==> src/rtl/fu_wb_arbiter.sv <==
// fu_wb_arbiter: per-channel result FIFOs drained by one round-robin writeback port.
// Define FU_WB_ARB_BYPASS_EN to forward a result in its arrival cycle when every FIFO is empty.
package fu_wb_arbiter_pkg;
   typedef struct packed {
      logic [63:0] cause;
      logic [63:0] tval;
      logic        valid;
   } exception_t;
endpackage

module fu_wb_arbiter
   import fu_wb_arbiter_pkg::*;
#(
   parameter int unsigned NR_FU         = 4,
   parameter int unsigned DEPTH         = 2,
   parameter int unsigned DATA_W        = 64,
   parameter int unsigned TRANS_ID_BITS = 3
) (
   input  logic                                clk_i,
   input  logic                                rst_ni,
   input  logic                                flush_i,
   input  logic [NR_FU-1:0]                    fu_valid_i,
   output logic [NR_FU-1:0]                    fu_ready_o,
   input  logic [NR_FU-1:0][DATA_W-1:0]        fu_result_i,
   input  logic [NR_FU-1:0][TRANS_ID_BITS-1:0] fu_trans_id_i,
   input  exception_t [NR_FU-1:0]              fu_exception_i,
   output logic                                wb_valid_o,
   input  logic                                wb_ready_i,
   output logic [DATA_W-1:0]                   wb_result_o,
   output logic [TRANS_ID_BITS-1:0]            wb_trans_id_o,
   output exception_t                          wb_exception_o,
   output logic [$clog2(NR_FU)-1:0]            wb_fu_idx_o
);

   localparam int unsigned IDX_W = $clog2(NR_FU);
   localparam int unsigned PTR_W = (DEPTH > 1) ? $clog2(DEPTH) : 1;
   localparam int unsigned CNT_W = $clog2(DEPTH) + 1;

   typedef struct packed {
      logic [DATA_W-1:0]        result;
      logic [TRANS_ID_BITS-1:0] trans_id;
      exception_t               exception;
   } entry_t;

   entry_t           mem_q    [NR_FU][DEPTH];
   logic [PTR_W-1:0] wr_ptr_q [NR_FU];
   logic [PTR_W-1:0] wr_ptr_d [NR_FU];
   logic [PTR_W-1:0] rd_ptr_q [NR_FU];
   logic [PTR_W-1:0] rd_ptr_d [NR_FU];
   logic [CNT_W-1:0] cnt_q    [NR_FU];
   logic [CNT_W-1:0] cnt_d    [NR_FU];
   logic [IDX_W-1:0] rr_q, rr_d;

   logic [NR_FU-1:0] not_empty, req, push, pop;
   logic             bypass, found, wb_valid, hs;
   logic [IDX_W-1:0] grant;
   int unsigned      idx;
   entry_t           grant_entry;

   function automatic logic [PTR_W-1:0] ptr_inc(input logic [PTR_W-1:0] p);
      return (p == PTR_W'(DEPTH - 1)) ? '0 : p + 1'b1;
   endfunction

   always_comb begin
      for (int i = 0; i < NR_FU; i++) begin
         not_empty[i]  = (cnt_q[i] != '0);
         fu_ready_o[i] = (cnt_q[i] != CNT_W'(DEPTH));
      end
   end

`ifdef FU_WB_ARB_BYPASS_EN
   // Direct forwarding only while nothing is buffered, so FIFO order is never overtaken.
   assign bypass = ~|not_empty & ~flush_i & rst_ni;
   assign req    = bypass ? fu_valid_i : not_empty;
`else
   assign bypass = 1'b0;
   assign req    = not_empty;
`endif

   // NOTE: every combinational output gets a default before any branch, so no latch is inferred.
   always_comb begin
      found = 1'b0;
      grant = '0;
      idx   = 0;
      for (int off = 0; off < NR_FU; off++) begin
         idx = (int'(rr_q) + off) % NR_FU;
         if (!found && req[IDX_W'(idx)]) begin
            found = 1'b1;
            grant = IDX_W'(idx);
         end
      end
   end

   always_comb begin
      grant_entry = mem_q[grant][rd_ptr_q[grant]];
`ifdef FU_WB_ARB_BYPASS_EN
      if (bypass) begin
         grant_entry.result    = fu_result_i[grant];
         grant_entry.trans_id  = fu_trans_id_i[grant];
         grant_entry.exception = fu_exception_i[grant];
      end
`endif
   end

   assign wb_valid = found & ~flush_i;
   assign hs       = wb_valid & wb_ready_i;

   always_comb begin
      wb_valid_o     = wb_valid;
      wb_result_o    = '0;
      wb_trans_id_o  = '0;
      wb_exception_o = '0;
      wb_fu_idx_o    = '0;
      if (wb_valid) begin
         wb_result_o    = grant_entry.result;
         wb_trans_id_o  = grant_entry.trans_id;
         wb_exception_o = grant_entry.exception;
         wb_fu_idx_o    = grant;
      end
   end

   always_comb begin
      push = fu_valid_i & fu_ready_o & {NR_FU{~flush_i}};
      pop  = '0;
      for (int i = 0; i < NR_FU; i++) begin
         pop[i] = hs & ~bypass & (grant == IDX_W'(i));
      end
      // A forwarded result already left through the writeback port.
      if (bypass && hs) push[grant] = 1'b0;
   end

   always_comb begin
      rr_d = rr_q;
      if (hs) rr_d = (grant == IDX_W'(NR_FU - 1)) ? '0 : grant + 1'b1;
      for (int i = 0; i < NR_FU; i++) begin
         wr_ptr_d[i] = wr_ptr_q[i];
         rd_ptr_d[i] = rd_ptr_q[i];
         cnt_d[i]    = cnt_q[i];
         if (flush_i) begin
            wr_ptr_d[i] = '0;
            rd_ptr_d[i] = '0;
            cnt_d[i]    = '0;
         end else begin
            if (push[i]) wr_ptr_d[i] = ptr_inc(wr_ptr_q[i]);
            if (pop[i])  rd_ptr_d[i] = ptr_inc(rd_ptr_q[i]);
            case ({push[i], pop[i]})
               2'b10:   cnt_d[i] = cnt_q[i] + 1'b1;
               2'b01:   cnt_d[i] = cnt_q[i] - 1'b1;
               default: cnt_d[i] = cnt_q[i];
            endcase
         end
      end
   end

   // NOTE: state registers use non-blocking assignments so every flop samples pre-edge values.
   always_ff @(posedge clk_i or negedge rst_ni) begin
      if (!rst_ni) begin
         rr_q <= '0;
         for (int i = 0; i < NR_FU; i++) begin
            wr_ptr_q[i] <= '0;
            rd_ptr_q[i] <= '0;
            cnt_q[i]    <= '0;
         end
      end else begin
         rr_q <= rr_d;
         for (int i = 0; i < NR_FU; i++) begin
            wr_ptr_q[i] <= wr_ptr_d[i];
            rd_ptr_q[i] <= rd_ptr_d[i];
            cnt_q[i]    <= cnt_d[i];
         end
      end
   end

   // NOTE: storage is deliberately not reset; occupancy alone decides which entries are live.
   always_ff @(posedge clk_i) begin
      for (int i = 0; i < NR_FU; i++) begin
         if (push[i]) begin
            mem_q[i][wr_ptr_q[i]] <= '{result:    fu_result_i[i],
                                       trans_id:  fu_trans_id_i[i],
                                       exception: fu_exception_i[i]};
         end
      end
   end

endmodule

==> config.mk <==
export PLATFORM = sky130hd
export DESIGN_NAME = fu_wb_arbiter
export DESIGN_NICKNAME = d
export VERILOG_FILES = /design/src/rtl/fu_wb_arbiter.sv
export SDC_FILE = /design/constraint.sdc
export NUM_CORES = 2
export LEC_CHECK = 0
export BUFFER_PORTS_ARGS = -buffer_cell sky130_fd_sc_hd__buf_2
export CAP_MARGIN = 20
export CORE_UTILIZATION = 23
export DETAILED_ROUTE_END_ITERATION = 10
export HOLD_SLACK_MARGIN = 0.12
export PLACE_DENSITY_LB_ADDON = 0.08
export SLEW_MARGIN = 30
export SYNTH_ARGS = -nofsm -noshare
export SYNTH_HDL_FRONTEND = slang
export SYNTH_SLANG_ARGS = --single-unit
==> constraint.sdc <==
create_clock -name clk_i -period 26.1 [get_ports clk_i]
set_input_delay 0 -clock clk_i [delete_from_list [all_inputs] [get_ports clk_i]]
set_output_delay 0 -clock clk_i [all_outputs]
set_load 0.005 [all_outputs]
# ---- Word level (Yosys, flattened, before mapping)
# Memory sizes are Yosys's and may differ from the RTL's.
# Cells that the tools add are included.
dict set report totals {
  regBits 18
  latch_bits 0
  ram_bits 1568
  mem_bits_ro 0
  input_bits 792
  output_inout_bits 203
  wordCells 180
  memories 1
}
dict set report classes {
  addsub 20
  multipliers 0
  div_mod_pow 0
  n_lt_le_gt_ge 14
  eq_ne 15
  n_shift 0
  n_mux 75
  bitwise 15
  reduce_logical 27
}
# name words width read_ports rd_ports_with_merged_regs write_ports line_no
set memory_table {}
lappend memory_table {mem_q 4 392 1 0 4 45} ;# entry_t mem_q [NR_FU][DEPTH];
# operator n
set op_table {}
lappend op_table {{392-bit two-way mux} 4}
lappend op_table {{196-bit two-way mux} 7}
lappend op_table {{196-bit demux with 1-bit select} 4}
lappend op_table {{129-bit two-way mux} 1}
lappend op_table {{64-bit two-way mux} 1}
lappend op_table {{1-bit two-way mux} 38}
lappend op_table {{2-bit nonzero test} 12}
lappend op_table {{2-bit two-way mux} 10}
lappend op_table {{2-bit case mux with 2 select lines} 4}
lappend op_table {{2-bit by 1-bit adder with 2-bit output (second input constant)} 6}
lappend op_table {{2-bit equality test (second input constant)} 6}
lappend op_table {{2-bit by 3-bit less-than comparator with 1-bit output (second input constant)} 4}
lappend op_table {{3-bit nonzero test} 4}
lappend op_table {{1-bit binary-select mux with 2-bit select} 5}
lappend op_table {{2-bit by 1-bit equality test with 1-bit output (second input constant)} 5}
lappend op_table {{2-bit greater-or-equal comparator (second input constant)} 5}
lappend op_table {{1-bit NOT with 2-bit output} 5}
lappend op_table {{1-bit adder (second input constant)} 8}
lappend op_table {{4-bit AND} 2}
lappend op_table {{2-bit by 1-bit less-than comparator with 1-bit output (second input constant)} 4}
lappend op_table {{2-bit != test (second input constant)} 4}
lappend op_table {{2-bit by 1-bit subtractor with 2-bit output (second input constant)} 4}
lappend op_table {{1-bit logical AND} 7}
lappend op_table {{1-bit AND} 6}
lappend op_table {{7 further kinds} 10}

# ---- Longest topological paths before layout
dict set report depth {
  depth_word 22
  ltp_mapped 10
  ltp_nobuf 7
}

# ---- Worst setup path after synthesis
# OpenSTA, ideal clock, no wires.
dict set report synth_timing {
  kind {reg-to-reg}
  from {register cnt_q[4] in the netlist's numbering}
  to {memory mem_q[1][196] in the netlist's numbering (enable)}
  setup_ps 1237
  arrival_ps 19240
  required_time_ps 24863
  setup_slack_ps 5623
  stages_incl_launch_ff 3
  path_buffers 0
  period_less_slack_ps 20477
  cell_sequence {dfrtp_1 -> nand2b_1 -> nor4bb_1}
}
# item line_no
set synth_lines {}
lappend synth_lines {{start, declared} 50} ;# logic [CNT_W-1:0] cnt_q [NR_FU];
lappend synth_lines {{start signal, assigned by index} 169} ;# cnt_q[i] <= cnt_d[i];
lappend synth_lines {{end, declared} 45}

==> flow_metrics.py <==
metrics = {
    "floorplanning": {
        "io_pins": 995,
        "core-area_um2": 276300,
        "start_util_pct": 23.10,
        "die_area_um2": 279500,
        "die_y_um": 528.7,
        "die_w_um": 528.7,
        "rows": 193,
    },
    "clock_tree": {
        "clock_latency_ns": 0.88,
        "clock-root-buffer": "clkbuf_16",
        "clkTransAtPathRegs_ns": 0.06,
        "cts_resized": 0,
        "cts_htree_levels": 4,
        "ctsHoldBuffers": 1584,
        "clockBufferDepth": 4,
        "cts_buffers": 196,
        "cts.sinks": 1586,
        "cts_setup_buffers": 0,
        "cts_tree": "done",
    },
    "synth": {
        "syn_nets": 5067,
        "syn_avg_cell_area_um2": 14.93,
        "synth-seq-cells": 1586,
        "yosysSeqAreaShare_pct": 74.50,
        "synthesis.instances": 4275,
        "synth_top_cell_area_share_pct": 73.80,
        "netlist_area_um2": 63800,
        "synth-edff-count": 1568,
        "synth_flop_cell": "edfxtp_1",
        "ys_warn_count": 0,
        "synthTopCellsByArea": "edfxtp_1 74%, a311o_1 6.1%, a211oi_1 4.7%",
        "yosysTopAreaCell": "edfxtp_1",
        "synthDistinctLibCells": 50,
        "synth-async-reset-ratio_pct": 1.135,
    },
    "sta": {
        "tns_ns": 0,
        "drv_slew": 0,
        "holdWs_ns": 0.2257,
        "setup_ws_ns": 20.64,
        "fmax_mhz": 183.1,
        "worstMarginPinSlew_ns": 1.051,
        "hold_viol_final": 0,
        "fin_crit_ns": 5.462,
        "relSlewSlack_pct": 29.91,
        "rsz0062_at_grt": "no",
        "setup_violations": 0,
        "period_share_pct": 20.93,
        "skew_ns": 0.02800,
    },
    "place": {
        "routabilityCongestion": 0.7534,
        "portBuffers": 994,
        "pre_cts_ws_ns": 21.38,
        "dpl.hpwl_um": 154600,
        "placed_area_um2": 72790,
    },
    "layout": {
        "drive_gt1_share_pct": 19.63,
        "multiInputGateArea_um2": 14670,
        "nets": 7510,
        "final_cell_mix": "1584 x dlygate4sd3_1, 1568 x edfxtp_1, 995 x buf_2",
        "syn_to_final_growth_pct": 48.53,
        "mostFrequentLayoutCell": "dlygate4sd3_1",
        "regArea_um2": 47540,
        "postLayoutCellArea_um2": 94770,
        "nFillCells": 27704,
    },
    "routing": {
        "drtPass1Iterations": 5,
        "wire_per_inst_um": 24.84,
        "drc_errors": 0,
        "drt_iter0_drc": 2954,
        "wirelength_um": 264200,
        "via_per_inst": 4.622,
        "antenna_left": 0,
        "vias": 49151,
    },
    "power": {
        "pwr-share-clk_pct": 21.6,
        "p_sw_share_pct": 43.72,
        "switching_power_mw": 5.129,
        "p_per_area_nw_per_um2": 123.8,
        "p_seq_share_pct": 26.7,
        "ir_drop_mv": 0.2329,
        "power_frac_comb_pct": 51.8,
        "cell_internal_pwr_mw": 6.601,
        "p_leak_nw": 34.12,
    },
    "setup_path": {
        "critPathMaxFanout": 57,
        "arrival_ns": 5.46,
        "cp-startpoint": "cnt_q[6]",
        "end_kind": "output port",
        "start_kind": "register",
        "worstSetupPathType": "reg -> out",
        "crit_required_ns": 26.10,
        "timing.rr.start": "cnt_q[3]",
    },
    "grt": {
        "grt_pass1_vias": 51476,
        "grt_pass1_wl_um": 374000,
        "grt_max_degree": 201,
        "gr-total-overflow": 0,
        "track_usage_pct": 18.35,
        "antenna_found_initial": 136,
    },
    "worst_hold_path": {
        "hold_path_class": "in -> reg",
        "hp-start": "fu_valid_i[2]",
    },
    "outcome": {
        "status": "complete, no violations",
    },
    "run": {
        "max-cap-violations": 0,
    },
}
-- layer usage --
layer  part of all wire [%]  up-vias  global-route usage (%)
met5                   0.19        -                       0
met4                    3.3       78                   6.316
met3                    6.0      478                   4.594
met2                     47     1365                   29.84
met1                     44    24939                   23.60
li1                       -    22291                       -
-- power by group through the flow --
stage	Clock [mW]	Combinational [mW]	Sequential, mW
finish	2.53	6.07	3.13
floorplan	0	3.61	3.28
CTS	2.62	6.12	3.13
detailed placement	0	5.89	3.18
global route	2.70	6.59	3.15
global placement	0	5.85	3.18
-- synth_stat cells (2+ instances only) --
cell type and number:
a311o_1 392, mux2i_1 2, buf_2 78, nor3_1 5
edfxtp_1 1568, or2_1 2, nor2_1 21, a21oi_1 196
a211oi_1 397, clkbuf_1 325, inv_1 2, buf_4 8
o21a_1 3, and2_1 2, o21bai_1 2, nor3_2 3
nor3b_1 5, o31a_1 2, and3_1 393, xnor2_1 11
o311a_1 2, xor2_1 6, dfrtp_1 18, nand2b_1 5
nand2_1 399, o21ai_0 3, nand3_1 393, o31ai_1 4
buf_1 7
-- sequential cells by signal, indices dropped and copies added (netlist names) --
| name | flops |
|---|---|
| cnt_q | 8 |
| mem_q | 1568 |
| wr_ptr_q | 4 |
| rd_ptr_q | 4 |
| rr_q | 2 |
-- worst max-delay path, cell delays in order (launching register included) --
cell and delay (ns):
dfrtp_1 0.44, nor2_1 0.35, o21a_4 0.68, a21boi_1 0.30, o2bb2ai_4 0.81, buf_4 0.73, buf_4 0.65, a311o_1 0.21
a21oi_1 0.11, buf_2 0.20
-- path summary, 6_finish.rpt --
path                                       to  cells after the start  slack [ns]
max in group asynchronous            cnt_q[7]                      4       25.27
setup reg to reg                     cnt_q[7]                     11       21.30
setup / recovery           wb_exception_o[22]                      9       20.64
hold / removal                       cnt_q[3]                      5        0.23
min in group asynchronous            cnt_q[0]                      4        0.49
hold reg to reg                   rd_ptr_q[3]                      2        0.54
-- stage by stage --
step / power (mW) / utilization (%) / instances
after floorplan: 6.892 / - / 4275
after global placement: 9.036 / 26.27 / 8627
after detailed placement: 9.074 / 26.35 / 8634
after CTS: 11.87 / 34.17 / 10555
after global routing: 12.44 / 34.29 / 10621
final: 11.73 / 34.30 / 10635
-- cell type report --
cell class / instances / area share (%)
flip-flops and latches: 1586 / 50.16
repair buffers: 2663 / 23.19
well taps: 3705 / 4.892
clock buffers: 259 / 5.492
inverters: 2 / 0.007922
diodes: 73 / 0.1928
clock inverters: 78 / 0.5849
multi-input cells: 2269 / 15.48
-- cells by family (layout without fill, tap and decap cells) --
kind of cell    count (synthesis)  in the layout  share of synthesized area (%)
flops                        1586           1586                          74.50
simple gates                 1234           1234                          9.725
compound gates               1015           1015                          12.82
buf+inv                       420           3002                          2.671
xor+xnor                       17             17                         0.2334
mux                             3              3                        0.04902
other cells                     0             73                              0
(Power assumes the default switching activity.)
